## src/rtl/b1to8_demuxer_hs_if.sv

```systemverilog
// rtl/b1to8_demuxer_hs_if.sv - handshake and slot-output bundle for the 1-to-8 serial demuxer
interface b1to8_demuxer_hs_if;
    logic       x0;
    logic [2:0] b2_b0;
    logic       auto;
    logic       clr;
    logic       dav_;
    logic       rfd;
    logic [7:0] z7_z0;
    logic       full;
    logic [2:0] ptr;

    modport master (
        output x0, b2_b0, auto, clr, dav_,
        input  rfd, z7_z0, full, ptr
    );

    modport slave (
        input  x0, b2_b0, auto, clr, dav_,
        output rfd, z7_z0, full, ptr
    );
endinterface

```

## src/rtl/b1to8_demuxer_hs.sv

```systemverilog
// rtl/b1to8_demuxer_hs.sv - 1-to-8 serial bit demuxer with dav_/rfd handshake (optional TRISTATE_OUT_EN)
module b1to8_demuxer_hs (
    input  logic                  clock,
    input  logic                  reset_,
    b1to8_demuxer_hs_if.slave     bus
);
    typedef enum logic {ATTESA, FINE} state_t;

    state_t     state;
    logic [7:0] d;
    logic [7:0] v;
    logic [2:0] p;
    logic       rfd_q;
    logic       armed;
    logic [2:0] a;

    assign a = bus.auto ? p : bus.b2_b0;

    // armed blocks a strobe still held low across reset release from capturing
    always_ff @(posedge clock or negedge reset_) begin
        if (!reset_) begin
            state <= ATTESA;
            rfd_q <= 1'b1;
            d     <= 8'h00;
            v     <= 8'h00;
            p     <= 3'd0;
            armed <= 1'b0;
        end else begin
            if (bus.dav_)
                armed <= 1'b1;
            case (state)
                ATTESA: begin
                    if (!bus.dav_ && armed) begin
                        d[a]  <= bus.x0;
                        v[a]  <= 1'b1;
                        rfd_q <= 1'b0;
                        state <= FINE;
                    end else begin
                        rfd_q <= 1'b1;
                    end
                end
                FINE: begin
                    if (bus.dav_) begin
                        rfd_q <= 1'b1;
                        state <= ATTESA;
                        if (bus.auto)
                            p <= p + 3'd1;
                    end else begin
                        rfd_q <= 1'b0;
                    end
                end
                default: state <= ATTESA;
            endcase
            // clear wins over a same-edge capture or pointer increment
            if (bus.clr) begin
                v <= 8'h00;
                p <= 3'd0;
            end
        end
    end

    assign bus.rfd  = rfd_q;
    assign bus.full = &v;
    assign bus.ptr  = p;

`ifdef TRISTATE_OUT_EN
    for (genvar i = 0; i < 8; i++) begin : g_slot
        assign bus.z7_z0[i] = v[i] ? d[i] : 1'bz;
    end
`else
    assign bus.z7_z0 = d;
`endif
endmodule

```

## src/flat_wrapper.sv

```systemverilog
// flat-port wrapper written by rule: the top's interface ports become plain ports
module b1to8_demuxer_hs_flat 
  (clock, reset_, bus_x0, bus_b2_b0, bus_auto, bus_clr, bus_dav_, bus_rfd, bus_z7_z0, bus_full, bus_ptr);
  b1to8_demuxer_hs_if bus_i ();
  input  logic clock;
  input  logic reset_;
  input wire logic [$bits(bus_i.x0)-1:0] bus_x0;
  input wire logic [$bits(bus_i.b2_b0)-1:0] bus_b2_b0;
  input wire logic [$bits(bus_i.auto)-1:0] bus_auto;
  input wire logic [$bits(bus_i.clr)-1:0] bus_clr;
  input wire logic [$bits(bus_i.dav_)-1:0] bus_dav_;
  output wire logic [$bits(bus_i.rfd)-1:0] bus_rfd;
  output wire logic [$bits(bus_i.z7_z0)-1:0] bus_z7_z0;
  output wire logic [$bits(bus_i.full)-1:0] bus_full;
  output wire logic [$bits(bus_i.ptr)-1:0] bus_ptr;
  assign bus_i.x0 = bus_x0;
  assign bus_i.b2_b0 = bus_b2_b0;
  assign bus_i.auto = bus_auto;
  assign bus_i.clr = bus_clr;
  assign bus_i.dav_ = bus_dav_;
  assign bus_rfd = bus_i.rfd;
  assign bus_z7_z0 = bus_i.z7_z0;
  assign bus_full = bus_i.full;
  assign bus_ptr = bus_i.ptr;
  b1to8_demuxer_hs u_core (.clock(clock), .reset_(reset_), .bus(bus_i));
endmodule
```

## config.mk

```make
export PLATFORM = sky130hd
export DESIGN_NAME = b1to8_demuxer_hs_flat
export DESIGN_NICKNAME = d
export VERILOG_FILES = /design/src/rtl/b1to8_demuxer_hs_if.sv /design/src/rtl/b1to8_demuxer_hs.sv /design/src/flat_wrapper.sv
export SDC_FILE = /design/constraint.sdc
export NUM_CORES = 1
export LEC_CHECK = 0
export CAP_MARGIN = 20
export CORE_AREA = 8 8 49 61
export DETAILED_ROUTE_END_ITERATION = 16
export DIE_AREA = 0 0 57 69
export PLACE_DENSITY = 0.78
export SYNTH_ARGS = -nofsm -noshare
export SYNTH_HDL_FRONTEND = slang
export SYNTH_SLANG_ARGS = --single-unit
```

## constraint.sdc

```tcl
create_clock -name clock -period 4 [get_ports clock]
set_clock_uncertainty 0.15 [all_clocks]
set_input_delay 0.6 -clock clock [delete_from_list [all_inputs] [get_ports clock]]
set_output_delay 0.6 -clock clock [all_outputs]
set_load 0.02 [all_outputs]
```

**After elaboration in Yosys (flattened, before gate mapping)**

Index checks and enable logic that the tools add are counted.

- ROM bits: 0
- Latch bits: 0
- Bits of input ports: 9
- Memories kept: 0
- RAM bits: 0
- Flip-flop bits (word level): 22
- Output and inout bits: 13
- Logic and storage cells: 40

- $mul: 0
- Equal/unequal tests: 1
- Reductions and logical operators: 11
- $lt $le $gt $ge: 2
- Divide/modulo/power cells: 0
- Mux-type cells: 17
- Bitwise logic cells: 2
- Add/sub/neg operators: 1
- Shifts and indexed selects: 0

Operators with widths:

| cell | number |
|---|---|
| $mux 8 | 3 |
| $mux 3 | 5 |
| $bwmux 8 | 1 |
| $or 8x8->8 | 1 |
| $reduce_and 8->1 | 1 |
| $reduce_bool 2->1 | 4 |
| $mux 1 | 5 |
| $lt 3x4->1 const B | 1 |
| $pmux 1 s2 | 2 |
| $reduce_and 2->1 | 2 |
| $add 3x1->3 const B | 1 |
| $demux 1 s3 | 1 |
| $ge 3x1->1 const B | 1 |
| $reduce_and 3->1 | 1 |
| $logic_and 1x1->1 | 2 |
| $ne 2x2->1 const B | 1 |
| $logic_not 1->1 | 1 |
| $not 1->1 | 1 |

**Longest topological paths before layout**

Gate-level depths: netlist (run 1).

- Depth in word-level cells: 9
- Mapped depth: 4
- Mapped depth without buffers: 4

**Worst setup path before layout (run 1)**

No wires, ideal clock.

- Path type: in2reg
- Start point: input bus_auto
- End point: register u_core.d[2] (netlist: u_core.bus.z7_z0[2])
- Required time: 3.722 ns
- Path buffers: 1
- Setup time: 0.128 ns
- Cell stages on the path: 4
- Path slack: 2.286 ns
- Arrival: 1.436 ns
- Path through: buf_6 -> and3b_1 -> o211ai_1 -> mux2_1

- Longest elaborated chain between the ends: 6
- Elaborated cells on any way between the ends: 7
- Those cells by class: order compare: 2; mux: 4; reduce/logical: 1

Ends and longest elaborated chain:

| item | line | source |
|---|---|---|
| start, declared | flat_wrapper.sv:9 | `input wire logic [$bits(bus_i.auto)-1:0] bus_auto;` |
| $mux 3 * | b1to8_demuxer_hs.sv:17 | `assign a = bus.auto ? p : bus.b2_b0;` |
| $lt 3x4->1 (not written as such) or $ge 3x1->1 (tied branches) | b1to8_demuxer_hs.sv:34 | `d[a] <= bus.x0;` |
| $logic_and 1x1->1 (not written as such) | b1to8_demuxer_hs.sv:34 |  |
| $mux 1 (not written as such) | b1to8_demuxer_hs.sv:34 |  |
| $demux 1 s3 * | n/a |  |
| $bwmux 8 * | b1to8_demuxer_hs.sv:34 |  |
| end signal, assigned by index | b1to8_demuxer_hs.sv:34 |  |
| end, declared | b1to8_demuxer_hs.sv:10 | `logic [7:0] d;` |

Mark *: on every way between the ends. The rest lies on a longest branch, timed or not.
A chain may end at the register's enable or synchronous reset.

**Final worst setup path (run 1)**

- Start point: register u_core.v[5]
- End point: output bus_full

- Longest elaborated chain between the ends: 1

Ends and longest elaborated chain:

| item | line | source |
|---|---|---|
| start, declared | b1to8_demuxer_hs.sv:11 | `logic [7:0] v;` |
| start signal, assigned | b1to8_demuxer_hs.sv:25 | `v <= 8'h00;` |
| start signal, assigned by index | b1to8_demuxer_hs.sv:35 | `v[a] <= 1'b1;` |
| start signal, assigned | b1to8_demuxer_hs.sv:56 | `v <= 8'h00;` |
| $reduce_and 8->1 | b1to8_demuxer_hs.sv:63 | `assign bus.full = &v;` |
| end, declared | flat_wrapper.sv:14 | `output wire logic [$bits(bus_i.full)-1:0] bus_full;` |

Every way passes these cells.

==> results of run 1 <==
==> flip-flops by register name (all words and copies together), names as in the netlist <==
register          cells
u_core.armed          1
u_core.v              8
u_core.bus.ptr        3
u_core.state          1
u_core.bus.z7_z0      8
u_core.bus.rfd        1
==> kinds of logic (layout without fill, tap and decap cells) <==
kind of cell	count (synthesis)	count (layout)	synth area share, %
DFF	22	22	54.99
and+or+nand+nor	20	20	13.84
AOI/OAI and AO/OA	16	16	9.975
muxes	11	11	13.34
buffers and inverters	11	34	4.862
xor gates and xnor gates	2	2	1.746
adders and majority gates	1	1	1.247
==> per-stage QoR <==
| step | instances | cell area, um^2 | power [uW] |
|---|---|---|---|
| 5_1_grt | 127 | 1261 | 509.3 |
| 3_3_place_gp | 123 | 1225 | 370.9 |
| 2_1_floorplan | 83 | 1003 | 312.0 |
| 3_5_place_dp | 123 | 1225 | 373.5 |
| 4_1_cts | 127 | 1261 | 492.9 |
| 6_report | 127 | 1261 | 486.9 |
==> final timing paths <==
check	start	end	slack, ns	depth (start not counted)
max	u_core.v[5]	bus_full	1.74	3
min	u_core.bus.z7_z0[6]	u_core.bus.z7_z0[6]	0.35	1
max reg2reg	u_core.state	u_core.bus.z7_z0[2]	2.38	3
min reg2reg	u_core.bus.z7_z0[6]	u_core.bus.z7_z0[6]	0.35	1
max in group asynchronous	reset_	u_core.bus.z7_z0[6]	2.48	1
min in group asynchronous	reset_	u_core.bus.z7_z0[7]	0.66	1
==> synthesized netlist by cell type, types with 2 or more instances <==
cell,count
o211ai_1,8
nor2_1,6
nor3b_1,2
dfrtp_1,21
mux2_1,8
xor2_1,2
and3b_1,2
inv_1,9
a21oi_1,8
nand4_1,3
==> worst max-delay path, stage by stage (launching register included) <==
cell and delay, ns:
dfrtp_1 0.38, nand4_1 0.12, nor2_1 0.10, clkdlybuf4s50_1 0.61
==> cell type report <==
class / instances / area share (%)
Clock buffer: 4 / 2.877
Multi-Input combinational cell: 50 / 31.94
Inverter: 9 / 2.679
Tap cell: 21 / 2.083
Sequential cell: 22 / 43.75
Timing Repair Buffer: 21 / 16.67
==> metal layers <==
layer	share of wire, %	track usage [%]
met1	41	12.07
met2	53	18.62
met3	3.7	2.381
met4	2.3	4.712
met5	0	0
==> power breakdown <==
group          leakage, uW  internal, uW  switching [uW]
sequential        0.000284           244            12.5
combinational     0.000233          55.5            54.8
clock            0.0000210          55.6            64.5
==> metrics.md, run 1 <==
| Metric | Value |
|---|---|
| Status | completed |
| Cell Area, Synth | between 1000 and 1500 um^2 |
| RSZ-0062 raised after global routing | no |
| P per Cell Area | 386.0 nW/um^2 |
| Die area | 3933 um^2 |
| Final Hold Fails | 0 |
| Post-Route Utilization | 60.29% |
| Slew Viols, Final | 0 |
| Fin crit share | 56.54% |
| Worst Max-Slew Pin Slew | 0.9373 ns |
| CTS tree | built |
| Cells after Synth | 83 |
| Asr flop ratio synth | 100.0% |
| Post-synth EDFFs | 0 |
| Worst hold-check path type | flip-flop to flip-flop |
| Max Freq | 0.4422 GHz |
| DR pass1 iterations | 4 |
| Fillers | about 180 |
| Synth Warn # | 0 |
| Die W | 57 um |
| Vias per cell | 5.551 |
| Boundary pin count | 22 |
| Area of the multi-input gates | between 400 and 500 um^2 |
| Setup_tns | 0 ns |
| Clock Sink Count | 22 |
| Clock root buffer master | clkbuf_4 |
| Syn nets | 93 |
| Layout area overhead | 25.69% |
| Number of buffers created by CTS | 3 |
| Min Hold Slack | 0.3482 ns |
| Global-route wire length before repair | 3.525 mm |
| Critical Path AT | about 1.5 ns |
| Dpl ws | ~1.5 ns |
| Via count | 705 |
| Number of diodes | 0 |
| Cell Rows | 19 |
| Clk Latency, worst-skew pair | 0.31 ns |
| Setup Crit Path Kind | flip-flop to output port |
| Post-route ant nets | 0 |
| Initial core utilization | 47.97% |
| Register area | between 500 and 600 um^2 |
| Reg clk slew, reported paths | 0.11 ns |
| Crit path launch type | flip-flop |
| Vias in the first global route | 781 |
| GP Congestion | 0.8226 |
| Post-CTS Resized | 0 |
| Main synth FF type | dfrtp_1 |
| Post-synth top area cell | dfrtp_1 |
| Lkg Pwr | 0.0005386 uW |
| Die height | between 60 and 70 um |
| Final wirelength | 1.950 mm |
| CP endpoint kind | output port |
| Unique masters post-synth | 24 |
| DRC viols | 0 |
| Buffers added on ports | 21 |
| WL per Instance | 15.35 um |
| Hold_buf cts | 0 |
| H-Tree Depth | 1 |
| Max Cap Viol | 0 |
| Synth area leaders | dfrtp_1 52%, mux2_1 9.0%, o211ai_1 6.0% |
| Area fraction of the dominant cell type after synthesis | 52.37% |
| Nets | 117 |
| Setup Buffers After CTS | 0 |
| Clock Path Buffers | 2 |
| DP HPWL | 1.545 mm |
| Setup ws final | 1.738 ns |
| Sequential share of the synthesized area | 54.99% |
| Setup violators final | 0 |
| Peak VDD IR | 244.6 uV |
| Pin count of the biggest net entering global routing | 23 |
| Mean Syn Cell Area | 12.09 um^2 |
| Commonest cells after routing, fill and taps aside | 21 x clkdlybuf4s50_1, 21 x dfrtp_1, 9 x inv_1 |
| Core Area | 2092 um^2 |
| Initial antenna violation count | 0 |
| Crit Path Max Fanout | 2 |
| Share of cells above drive strength 1 | 11.32% |
| Slew HR | 37.32% |
| CP required | ~3.3 ns |
| Final worst path period need | 2.262 ns |
| Gr usage total | 10.78% |
| Gr ovfl total | 0 |
| Yosys reg bits | 22 |
| DR iter-0 viols | 13 |
Note: power is estimated with default switching activity, not from simulation.
==> run 2: changes to the inputs <==
Settings changed: CORE_AREA 8 8 49 61 to 8 8 52 65, DIE_AREA 0 0 57 69 to 0 0 60 73, PLACE_DENSITY 0.78 to 0.71.
Clock period 4 ns to 2 ns, I/O delays scaled along.
==> run 2 against run 1 <==
Effect of this change: worst setup slack lost 1.6 ns; clock-buffer cell count did not move; final area increased by 4.1%; clock power grew 99%; via count up 4.1%; critical path depth is 2 lower; combinational power rose by 110%; cell count grew 13%; critical endpoint is now bus_ptr[0].
==> metrics.md, run 2 (synthesized netlist as in run 1, its figures left out) <==
| Metric | Value |
|---|---|
| Cell Rows | 20 (+1) |
| Post-Route Utilization | 55.21% (-5.1 points) |
| Total Power | 978.1 uW (+100%) |
| Crit path depth | 1 (-2) |
| Die height | 73 um (+5.8%) |
| Gr ovfl total | 0 (unchanged) |
| Core Area | 2377 um^2 (+14%) |
| Crit path buf inv count | 1 (unchanged) |
| Setup Crit Path Kind | flip-flop to output port |
| Clk Latency, worst-skew pair | 0.30 ns (about the same) |
| Final worst path period need | 1.895 ns |
| Area of the multi-input gates | 402.9 um^2 (unchanged) |
| Min Hold Slack | 0.1826 ns (-0.1656 ns) |
| DR pass1 iterations | 4 (unchanged) |
| Reg clk slew, reported paths | 0.12 ns (about the same) |
| Vias per cell | 5.097 (-8.2%) |
| Worst Max-Slew Pin Slew | 0.4243 ns (-0.5130 ns) |
| Status | completed |
| Commonest non-fill, non-tap cell in the layout | dfrtp_1 |
| CP required | 1.55 ns (-1.70 ns) |
| Post-route ant nets | 0 (unchanged) |
| Pin count of the biggest net entering global routing | 23 (unchanged) |
| Initial antenna violation count | 0 (unchanged) |
| Register-to-Register Path Depth | 3 (unchanged) |
| GP Congestion | 0.7926 (-3.6%) |
| Gr usage total | 10.47% (-0.30 points) |
| Placed insts | 140 (+14%) |
| Clock Path Buffers | 2 (unchanged) |
| Initial core utilization | 42.21% (-5.8 points) |
| Clock root buffer master | clkbuf_4 |
| Commonest cells after routing, fill and taps aside | 21 x dfrtp_1, 20 x clkdlybuf4s50_1, 9 x inv_1 |
| R2R Setup Slk | 0.39 ns (-1.99 ns) |
| Buffers added on ports | 21 (unchanged) |
| Crit path launch type | flip-flop |
| RSZ-0062 raised after global routing | no |
| RR Endpoint | u_core.bus.z7_z0[1] |
| Fillers | 215 (+19%) |
| Slew HR | 71.63% (+34 points) |
| Crit-path cells | clkdlybuf4s50_1 |
| CTS tree | built |
| P per Cell Area | 745.2 nW/um^2 (+93%) |
| Post-route non-filler standard cell count | 144 (+13%) |
| Vias in the first global route | 783 (+0.26%) |
| Number of diodes | 0 (unchanged) |
| Slowest-stage cell, CP | clkdlybuf4s50_1 |
| CP peak stage delay | 0.65 ns (+0.04 ns) |
| Slew Viols, Final | 0 (unchanged) |
| Lkg Pwr | 0.0005669 uW (+5.3%) |
| Area after DPL | 1277 um^2 (+4.3%) |
| Layout area overhead | 30.80% |
| DRC viols | 0 (unchanged) |
| CP endpoint kind | output port |
| Final wirelength | 2.082 mm (+6.8%) |
| Nets | 122 (+4.3%) |
| Number of buffers created by CTS | 3 (unchanged) |
| Final non-filler cell area | 1313 um^2 (+4.1%) |
| Worst hold-check path type | input pin to async pin |
| DR iter-0 viols | 16 (+3) |
| DP HPWL | 1.633 mm (+5.7%) |
| Register area | 551.8 um^2 (unchanged) |
| Boundary pin count | 22 (unchanged) |
| Critical Path AT | 1.45 ns (-0.06 ns) |
| Share of cells above drive strength 1 | 15.32% (+4.0 points) |
| Fin crit share | 94.75% |
| Final Hold Fails | 0 (unchanged) |
| Global-route wire length before repair | 3.491 mm (-0.96%) |
| Clock Sink Count | 22 (unchanged) |
| Max Cap Viol | 0 (unchanged) |
| H-Tree Depth | 1 (unchanged) |
| CP delay by family, top | buffers and inverters |
| Setup violators final | 0 (unchanged) |
| Die W | 60 um (+5.3%) |
| R2r startpoint | u_core.state |
| WL per Instance | 14.46 um (-5.8%) |
| Crit Path Max Fanout | 5 (+3) |
| Max Freq | 0.5277 GHz |
| Via count | 734 (+4.1%) |
| Peak VDD IR | 462.5 uV (+89%) |
| Die area | 4380 um^2 (+11%) |
-- run 2: changes by cell type in the layout (fill, tap and decap cells not counted), sizes merged --
cell	change
buf	+5
dlygate4sd2	+1
clkdlybuf4s50	-1
-- run 2: final cells by class --
type / count / share of cell area [%]
Sequential cell: 22 / 42.04
Clock buffer: 4 / 2.765
Multi-Input combinational cell: 50 / 30.70
Timing Repair Buffer: 26 / 18.78
Inverter: 9 / 2.574
Tap cell: 33 / 3.146
-- run 2: worst max-delay path by stage --
stage                      startpoint             endpoint  slack [ns]
global placement             bus_auto  u_core.bus.z7_z0[4]       -0.03
floorplan           u_core.bus.ptr[0]  u_core.bus.z7_z0[7]        0.45
finish              u_core.bus.ptr[0]           bus_ptr[0]        0.10
global route        u_core.bus.ptr[0]           bus_ptr[0]        0.04
CTS                 u_core.bus.ptr[0]           bus_ptr[0]        0.08
detailed placement           bus_auto  u_core.bus.z7_z0[5]       -0.04
-- run 2: per-stage QoR --
step | setup TNS [ns] | setup WS (ns)
2_1_floorplan | 0 | 0.4489
3_3_place_gp | -0.05373 | -0.02864
3_5_place_dp | -0.1260 | -0.03950
4_1_cts | 0 | 0.07771
5_1_grt | 0 | 0.03509
6_report | 0 | 0.1049
-- run 2: repair_timing --
| action | CTS | global route |
|---|---|---|
| resized for setup | 1 | 0 |
| endpoints found under the setup margin | 1 | 0 |
| hold buffers | 0 | 0 |
| setup buffers | 0 | 0 |
-- run 2: report_power, final --
group	internal (uW)	switching (uW)
logic	117	110
clock network	111	128
registers	488	23.7
-- run 2: metal layers --
layer	routed length (um)	track usage (%)
met1	853	11.84
met2	1054	17.07
met3	133	2.822
met4	41	5.851
met5	0	0
